File: config.mk
export PLATFORM = sky130hd
export DESIGN_NAME = bus_master_6502_flat
export DESIGN_NICKNAME = d
export VERILOG_FILES = /design/src/rtl/bus_master_6502_if.sv /design/src/rtl/bus_master_6502.sv /design/src/flat_wrapper.sv
export SDC_FILE = /design/constraint.sdc
export NUM_CORES = 1
export LEC_CHECK = 0
export CAP_MARGIN = 5
export CORE_UTILIZATION = 45
export CTS_CLUSTER_SIZE = 28
export DETAILED_ROUTE_END_ITERATION = 10
export PLACE_DENSITY = 0.9
export SYNTH_ARGS = -nofsm -noshare
export SYNTH_HDL_FRONTEND = slang
export SYNTH_SLANG_ARGS = --single-unit
File: constraint.sdc
create_clock -name clk_50 -period 2 [get_ports clk_50]
set_input_delay 0.4 -clock clk_50 [delete_from_list [all_inputs] [get_ports clk_50]]
set_output_delay 0.4 -clock clk_50 [all_outputs]
set_load 0.01 [all_outputs]
File: src/rtl/bus_master_6502_if.sv
// ============================================================================
// Module      : bus_master_6502_if
// Description : Request/response handshake and 6502 system-bus signals shared
//               by the bus initiator and whatever drives or observes it.
// Revision    : 1.0 - initial release
// ============================================================================
`default_nettype none

interface bus_master_6502_if;
  // Ownership and request channel
  logic        bus_grant;
  logic        req_valid;
  logic        req_ready;
  logic        req_write;
  logic [15:0] req_addr;
  logic [7:0]  req_wdata;

  // Response channel
  logic        rsp_valid;
  logic [7:0]  rsp_rdata;

  // 6502-side bus
  logic [15:0] bus_addr;
  logic        bus_rwb;
  logic [7:0]  bus_data_out;
  logic [7:0]  bus_data_oe;
  logic [7:0]  bus_data_in;
  logic        bus_phi2;
  logic        busy;

  // The bus initiator itself
  modport master (
    input  bus_grant,
    input  req_valid,
    input  req_write,
    input  req_addr,
    input  req_wdata,
    input  bus_data_in,
    output req_ready,
    output rsp_valid,
    output rsp_rdata,
    output bus_addr,
    output bus_rwb,
    output bus_data_out,
    output bus_data_oe,
    output bus_phi2,
    output busy
  );

  // Request source plus bus responder side
  modport slave (
    output bus_grant,
    output req_valid,
    output req_write,
    output req_addr,
    output req_wdata,
    output bus_data_in,
    input  req_ready,
    input  rsp_valid,
    input  rsp_rdata,
    input  bus_addr,
    input  bus_rwb,
    input  bus_data_out,
    input  bus_data_oe,
    input  bus_phi2,
    input  busy
  );
endinterface

`default_nettype wire

File: src/rtl/bus_master_6502.sv
// ============================================================================
// Module      : bus_master_6502
// Description : Turns single-beat valid/ready requests into complete 6502 bus
//               cycles (PHI1 address phase, PHI2 data phase, one hold cycle)
//               while the CPU is halted and the bus is granted to this block.
// Revision    : 1.0 - initial release
// ============================================================================
`default_nettype none

module bus_master_6502 #(
  parameter int DIV_HALF = 12,  // clk_50 cycles per phi2 half-period
  parameter int CNT_W    = 8    // phase counter width, 2**CNT_W > DIV_HALF
) (
  input  logic              clk_50,
  input  logic              resetb,
  bus_master_6502_if.master bm
);

  // Parameter sanity checks, evaluated at elaboration
  generate
    if (DIV_HALF < 2) begin : g_div_half_check
      $error("bus_master_6502: DIV_HALF must be at least 2");
    end
    if ((DIV_HALF >> CNT_W) != 0) begin : g_cnt_w_check
      $error("bus_master_6502: CNT_W too narrow for DIV_HALF");
    end
  endgenerate

  typedef enum logic [1:0] {
    IDLE = 2'd0,
    PH1  = 2'd1,
    PH2  = 2'd2,
    RSP  = 2'd3
  } state_t;

  // Counter reload value: each half-period spans DIV_HALF cycles (N-1 .. 0)
  localparam logic [CNT_W-1:0] c_reload = CNT_W'(DIV_HALF - 1);
  localparam logic [CNT_W-1:0] c_one    = CNT_W'(1);

  state_t           r_state;
  logic [CNT_W-1:0] r_cnt;
  logic             r_write;
  logic [7:0]       r_wdata;

  logic             r_phi2;
  logic             r_rwb;
  logic [15:0]      r_addr;
  logic [7:0]       r_data_out;
  logic [7:0]       r_data_oe;
  logic             r_rsp_valid;
  logic [7:0]       r_rsp_rdata;
  logic             r_busy;

  logic             w_idle;
  logic             w_accept;

  // Ready depends only on state and grant, never on req_valid
  assign w_idle       = (r_state == IDLE);
  assign bm.req_ready = w_idle & bm.bus_grant;
  assign w_accept     = bm.req_ready & bm.req_valid;

  assign bm.bus_phi2     = r_phi2;
  assign bm.bus_rwb      = r_rwb;
  assign bm.bus_addr     = r_addr;
  assign bm.bus_data_out = r_data_out;
  assign bm.bus_data_oe  = r_data_oe;
  assign bm.rsp_valid    = r_rsp_valid;
  assign bm.rsp_rdata    = r_rsp_rdata;
  assign bm.busy         = r_busy;

  // Bus-cycle sequencer; every bus and response output is registered here
  always_ff @(posedge clk_50 or negedge resetb) begin
    if (!resetb) begin
      r_state     <= IDLE;
      r_cnt       <= '0;
      r_write     <= 1'b0;
      r_wdata     <= 8'h00;
      r_phi2      <= 1'b0;
      r_rwb       <= 1'b1;
      r_addr      <= 16'h0000;
      r_data_out  <= 8'h00;
      r_data_oe   <= 8'h00;
      r_rsp_valid <= 1'b0;
      r_rsp_rdata <= 8'h00;
      r_busy      <= 1'b0;
    end else begin
      r_rsp_valid <= 1'b0;
      case (r_state)
        IDLE: begin
          // Bus parked: reading, not driving data, address left as it was
          r_phi2    <= 1'b0;
          r_rwb     <= 1'b1;
          r_data_oe <= 8'h00;
          if (w_accept) begin
            // Latch every request field so later changes upstream are ignored
            r_addr  <= bm.req_addr;
            r_rwb   <= ~bm.req_write;
            r_write <= bm.req_write;
            r_wdata <= bm.req_wdata;
            r_cnt   <= c_reload;
            r_busy  <= 1'b1;
            r_state <= PH1;
          end
        end

        PH1: begin
          if (r_cnt == '0) begin
            // Raise phi2; writes drive the data bus for the whole high phase
            r_cnt  <= c_reload;
            r_phi2 <= 1'b1;
            if (r_write) begin
              r_data_oe  <= 8'hFF;
              r_data_out <= r_wdata;
            end
            r_state <= PH2;
          end else begin
            r_cnt <= r_cnt - c_one;
          end
        end

        PH2: begin
          if (r_cnt == '0) begin
            // Read data is captured only on the last cycle of phi2 high
            if (!r_write) begin
              r_rsp_rdata <= bm.bus_data_in;
            end
            r_phi2      <= 1'b0;
            r_data_oe   <= 8'h00;
            r_data_out  <= 8'h00;
            r_rsp_valid <= 1'b1;
            r_state     <= RSP;
          end else begin
            r_cnt <= r_cnt - c_one;
          end
        end

        RSP: begin
          // Address and rwb were held through this cycle for hold time
          r_rwb   <= 1'b1;
          r_busy  <= 1'b0;
          r_state <= IDLE;
        end

        default: begin
          r_state <= IDLE;
        end
      endcase
    end
  end

endmodule

`default_nettype wire

File: src/flat_wrapper.sv
// flat-port wrapper written by rule: the top's interface ports become plain ports
module bus_master_6502_flat 
#(
  parameter int DIV_HALF = 12,                                       
  parameter int CNT_W    = 8                                               
)
  (clk_50, resetb, bm_bus_grant, bm_req_valid, bm_req_write, bm_req_addr, bm_req_wdata, bm_bus_data_in, bm_req_ready, bm_rsp_valid, bm_rsp_rdata, bm_bus_addr, bm_bus_rwb, bm_bus_data_out, bm_bus_data_oe, bm_bus_phi2, bm_busy);
  bus_master_6502_if bm_i ();
  input  logic clk_50;
  input  logic resetb;
  input wire logic [$bits(bm_i.bus_grant)-1:0] bm_bus_grant;
  input wire logic [$bits(bm_i.req_valid)-1:0] bm_req_valid;
  input wire logic [$bits(bm_i.req_write)-1:0] bm_req_write;
  input wire logic [$bits(bm_i.req_addr)-1:0] bm_req_addr;
  input wire logic [$bits(bm_i.req_wdata)-1:0] bm_req_wdata;
  input wire logic [$bits(bm_i.bus_data_in)-1:0] bm_bus_data_in;
  output wire logic [$bits(bm_i.req_ready)-1:0] bm_req_ready;
  output wire logic [$bits(bm_i.rsp_valid)-1:0] bm_rsp_valid;
  output wire logic [$bits(bm_i.rsp_rdata)-1:0] bm_rsp_rdata;
  output wire logic [$bits(bm_i.bus_addr)-1:0] bm_bus_addr;
  output wire logic [$bits(bm_i.bus_rwb)-1:0] bm_bus_rwb;
  output wire logic [$bits(bm_i.bus_data_out)-1:0] bm_bus_data_out;
  output wire logic [$bits(bm_i.bus_data_oe)-1:0] bm_bus_data_oe;
  output wire logic [$bits(bm_i.bus_phi2)-1:0] bm_bus_phi2;
  output wire logic [$bits(bm_i.busy)-1:0] bm_busy;
  assign bm_i.bus_grant = bm_bus_grant;
  assign bm_i.req_valid = bm_req_valid;
  assign bm_i.req_write = bm_req_write;
  assign bm_i.req_addr = bm_req_addr;
  assign bm_i.req_wdata = bm_req_wdata;
  assign bm_i.bus_data_in = bm_bus_data_in;
  assign bm_req_ready = bm_i.req_ready;
  assign bm_rsp_valid = bm_i.rsp_valid;
  assign bm_rsp_rdata = bm_i.rsp_rdata;
  assign bm_bus_addr = bm_i.bus_addr;
  assign bm_bus_rwb = bm_i.bus_rwb;
  assign bm_bus_data_out = bm_i.bus_data_out;
  assign bm_bus_data_oe = bm_i.bus_data_oe;
  assign bm_bus_phi2 = bm_i.bus_phi2;
  assign bm_busy = bm_i.busy;
  bus_master_6502 #(.DIV_HALF(DIV_HALF), .CNT_W(CNT_W)) u_core (.clk_50(clk_50), .resetb(resetb), .bm(bm_i));
endmodule
After elaboration in Yosys (flattened, before gate mapping)
Index checks and enable logic that the tools add are counted.
- register bits: 63
- latch bits: 0
- memory bits (writable): 0
- memory bits (read-only): 0
- input bits: 37
- output and inout bits: 45
- logic and storage cells: 62
- memories kept: 0
- add/sub/neg operators: 1
- multipliers: 0
- div/mod/pow operators: 0
- magnitude comparators: 0
- equality and inequality tests: 8
- shifts and indexed selects: 0
- multiplexer cells: 24
- bitwise logic cells: 4
- reduce and logical (&&, ||, !) cells: 13
- operators with widths (operator ; count):
    $mux W8 ; 8
    $pmux W8 S3 ; 2
    $pmux W8 S2 ; 1
    $reduce_and A3 Y1 ; 4
    $logic_not A8 Y1 ; 1
    $pmux W2 S4 ; 1
    $reduce_and A4 Y1 ; 2
    $sub A8 B1 Y8 const B ; 1
    $mux W1 ; 6
    $mux W2 ; 3
    $ne A2 B1 Y1 const B ; 3
    $eq A2 B2 Y1 const B ; 2
    $ne A2 B2 Y1 const B ; 2
    $pmux W1 S2 ; 2
    $reduce_and A2 Y1 ; 2
    $reduce_bool A2 Y1 ; 2
    $pmux W1 S3 ; 1
    $reduce_bool A3 Y1 ; 1
    $and A1 B1 Y1 ; 2
    $eq A2 B1 Y1 const B ; 1
    $logic_not A2 Y1 ; 1
    $not A1 Y1 ; 2

Longest topological paths before layout
Gate-level depths: netlist of run 1.
- depth in word-level cells: 5
- gate-level depth with buffers: 7

Worst setup path before layout of run 1
OpenSTA, ideal clock, no wires.
- path type: reg2reg
- from: register u_core.r_cnt[0]
- to: register u_core.r_rsp_rdata[0], in the netlist u_core.bm.rsp_rdata[0]
- setup time: 125 ps
- data arrival time: 1754 ps
- slack: 121 ps
- stages on the path, launching flop included: 8
- period minus slack after synthesis: 1879 ps
- path through: dfrtp_1 -> inv_1 -> ha_1 -> nor4b_4 -> and3_2 -> and2b_1 -> buf_4 -> mux2_2
- word-level cells in the longest chain between the ends: 2
- ends and longest elaborated chain (what ; line ; source):
    start, declared ; bus_master_6502.sv:41 ; logic [CNT_W-1:0] r_cnt;
    start signal, assigned ; bus_master_6502.sv:100 ; r_cnt <= c_reload;
    start signal, assigned ; bus_master_6502.sv:109 ; r_cnt <= c_reload;
    start signal, assigned ; bus_master_6502.sv:117 ; r_cnt <= r_cnt - c_one;
    $logic_not A8 Y1 ; bus_master_6502.sv:122 ; if (r_cnt == '0) begin
    $reduce_and A3 Y1 (no source line) ; - ;
    end signal, assigned ; bus_master_6502.sv:125 ; r_rsp_rdata <= bm.bus_data_in;
    end, declared ; bus_master_6502.sv:51 ; logic [7:0] r_rsp_rdata;
Every way passes these cells.
A chain may end at the register's enable or synchronous reset.

Final worst setup path of run 1
- from: register u_core.r_cnt[1]
- to: register u_core.r_cnt[7]
- word-level cells in the longest chain between the ends: 3
- ends and longest elaborated chain (what ; line):
    $sub A8 B1 Y8 / $logic_not A8 Y1 (equally long branches) ; -
    $mux W8 (tied with other cells) ; bus_master_6502.sv:122
    $pmux W8 S3 / $reduce_and A3 Y1 (equally long branches) ; -
Parallel ways exist; a longest one is shown, timed or not. The select of a mux whose other input is x is not followed.

==> results by group, run 1 <==
Outcome
  • Status: finished clean

Route
  • Antenna viol nets, final: 0
  • DR pass1 iterations: 5
  • WL/cell: 15.3 um
  • Routed vias: 1901
  • DRC Markers: 0
  • Via-per-instance ratio: 5.34
  • Initial drt markers: 102
  • Total Wirelength: 5.45 mm

Worst setup path
  • Worst r2r dst: u_core.r_cnt[7]
  • Crit end category: flop
  • Crit path max fanout: 8
  • R2R depth: 7
  • Worst Path Required: 2.23 ns
  • Worst reg2reg path startpoint: u_core.r_cnt[1]
  • CP arrival: 2.23 ns
  • Element type at the critical path start: flop
  • CP Launch Point: u_core.r_cnt[1]
  • Critical path class: flop to flop
  • Reg-to-reg setup timing slack: 0.002 ns

Final layout
  • Layout Cell Area excl Fill: approximately 0.0036 mm2
  • Area growth syn-to-layout: 46.2%
  • Antenna cells: 0
  • Post-layout util: between 60% and 70%
  • Nets: 328
  • Filler Cell Count: roughly 380
  • Layout cell share with drive strength beyond 1: 28.7%

Logic synthesis
  • Gate Count Post-Synth: 186
  • EDFF count, synth: 0
  • Mapped Area: around 0.0025 mm2
  • Sequential-to-total area share from yosys stat: 56.8%
  • Count leader, synth: dfrtp_1
  • Yosys Warn Count: 0
  • Flops & latches, synth: 56
  • Synth top area share: 55.8%
  • Mean Syn Cell Area: 13.3 um2
  • Ys async rst share: 100%
  • Post-synth cell types: 44
  • Syn_nets: 229
  • Synth area leader: dfrtp_1
  • Post-synth top cells: dfrtp_1, mux2_2, inv_1, a32o_1, buf_4
  • Synth top area cells: dfrtp_1, mux2_2, a32o_1, ha_1, buf_4
  • Main flop type after synthesis: dfrtp_1

Min path
  • Hold Path Depth: 1
  • Hold Path End: u_core.bm.bus_data_out[1]
  • Worst Hold Class: flop to flop
  • Hold_sp: u_core.bm.bus_data_out[1]

Floorplanning
  • Core area: 0.00520 mm2
  • Rows: 26
  • Die X: 76.1 um
  • Initial Util: a little under half
  • I/O pins: 82
  • Die Ht: 76.1 um
  • Die area: 0.00579 mm2

Power
  • Peak VDD IR: roughly 440 uV
  • Power Dens Cells: about 510 mW/mm2
  • Switching part of the total: 21.4%
  • Clock share of power: 33.2%
  • Sequential power share: 61.4%
  • Comb power frac: 5.3%
  • Int Pwr: 1.45 mW
  • Sw Pwr: 0.394 mW
  • Lkg Pwr: 1.64 nW

Global routing
  • First-pass GRT wire length: 9.12 mm
  • GRT Util Overall: 19.9%
  • Initial antenna violation count: 0
  • Largest net degree at the start of global routing: 28
  • Vias in the first global route: 1935
  • GRT overflow: 0

Run
  • Max Cap Viol: 0

Clocking
  • Clock Root Buffer: clkbuf_8
  • Worst-path clk slew: 0.10 ns
  • H-tree depth: 2
  • Clock latency on the worst-skew pair: 0.31 ns
  • Max clock buf depth: 2
  • Total CTS buffers: 5
  • Clk sinks: 56
  • CTS tree: yes

Place
  • Port Buf Inserts: 81
  • Pre-CTS setup slack: -0.230 ns
  • Dpl hpwl: slightly below 4 mm
  • Placed Area: between 0.003 and 0.004 mm2
  • Final GP Congestion: 0.820

STA
  • Slew HR: 61.2%
  • Final Cycle Share: 99.9%
  • Final Skew: 0.00464 ns
  • Max Fclk: about 0.50 GHz
  • Setup TNS: 0 ns
  • Min Tclk post-route: 2.00 ns
  • RSZ-0062 raised after global routing: yes
  • Worst-Margin Slew: 0.580 ns
  • Final hold violations: 0
  • Worst hold slack: 0.497 ns
  • Slew Limit Fails: 0
  • PnR worst setup slack: 0.00157 ns
  • Final setup violation count: 0
==> worst max-delay path, stage by stage (launching register included) <==
cell and delay (ns):
dfrtp_1 0.37, inv_2 0.06, ha_4 0.16, nor4b_4 0.12, buf_4 0.16, a311o_2 0.38
or4_1 0.52, a22oi_1 0.15
==> layout by cell type (no fill, tap or decap), types with 2 or more instances in the layout <==
master           instances
a21oi_1                  5
a22oi_1                  5
a2bb2oi_1                2
a32o_1                   8
buf_12                   3
buf_4                   18
clkbuf_8                 5
clkdlybuf4s50_1         79
dfrtp_1                 55
ha_1                     4
inv_1                    5
inv_2                    4
mux2_2                  32
nand2_1                  3
nand3_1                  3
nor2_1                   7
nor3_1                   2
o21ai_0                  5
o31ai_1                  2
or3_1                    2
or3_2                    2
or4_1                    2
==> power groups by stage <==
stage / logic [mW] / clock network, mW / registers (mW)
floorplan: 0.000703 / 0 / 1.15
global placement: 0.0965 / 0 / 1.15
detailed placement: 0.0986 / 0 / 1.15
CTS: 0.100 / 0.635 / 1.13
global route: 0.108 / 0.688 / 1.13
finish: 0.0985 / 0.612 / 1.13
==> cell families after synthesis <==
family / Yosys count / share of synthesized area, %
flip-flops: 56 / 56.8
multiplexers: 34 / 15.5
AND/OR/NAND/NOR: 30 / 7.55
buffers and inverters: 20 / 4.66
adder cells (fa/ha/maj): 6 / 3.04
AO/OA/AOI/OAI: 40 / 12.5
==> worst max path at each step <==
stage | to | slack, ns | cells after the start
detailed placement | u_core.r_cnt[7] | -0.23 | 5
finish | u_core.r_cnt[7] | 0.002 | 7
CTS | u_core.r_cnt[7] | -0.01 | 7
floorplan | u_core.bm.rsp_rdata[0] | 0.12 | 7
global route | u_core.r_cnt[7] | -0.06 | 7
global placement | u_core.r_cnt[7] | -0.11 | 5
==> sequential cells by signal, summed over array words and instances (netlist names), 2 cells and up <==
| name | count |
|---|---|
| u_core.bm.bus_addr | 16 |
| u_core.r_state | 2 |
| u_core.bm.rsp_rdata | 8 |
| u_core.r_cnt | 8 |
| u_core.r_wdata | 8 |
| u_core.bm.bus_data_out | 8 |
==> timing repair <==
action | in CTS | in global routing
pin swaps | 3 | 0
setup buffers | 1 | 2
hold endpoints to repair | 14 | 0
resized for setup | 5 | 9
setup endpoints to repair | 5 | 20
hold buffers | 1 | 0
==> layout make-up <==
type | count | area (um2) | area share, %
Sequential cell | 56 | 1400 | 38.9
Timing Repair Buffer | 103 | 1010 | 28.0
Multi-Input combinational cell | 110 | 987 | 27.3
Tap cell | 70 | 87.6 | 2.43
Clock buffer | 6 | 72.6 | 2.01
Inverter | 9 | 33.8 | 0.936
Clock inverter | 2 | 16.3 | 0.451
==> per-stage QoR <==
stage | power (mW) | instances
after detailed placement | 1.25 | 344
after CTS | 1.87 | 354
after global routing | 1.93 | 356
after floorplan | 1.15 | 186
final | 1.84 | 356
after global placement | 1.25 | 344
==> layer usage <==
metal	share of wire [%]	up-vias	global-route usage (%)
met2	52	68	36.4
met1	42	947	23.0
met4	1.7	0	6.92
met3	4.8	11	4.31
li1	-	875	-
met5	0	-	0
(Power assumes the default switching activity.)
==> run 2: changes to the inputs <==
--- a/config.mk
+++ b/config.mk
@@ -6,6 +6,7 @@
 export NUM_CORES = 1
 export LEC_CHECK = 0
 export CAP_MARGIN = 5
+export CORE_MARGIN = 1
 export CORE_UTILIZATION = 45
 export CTS_CLUSTER_SIZE = 28
 export DETAILED_ROUTE_END_ITERATION = 10
==> results of run 2 <==
The final DEF is identical to that of run 1; final timing and power are the same.
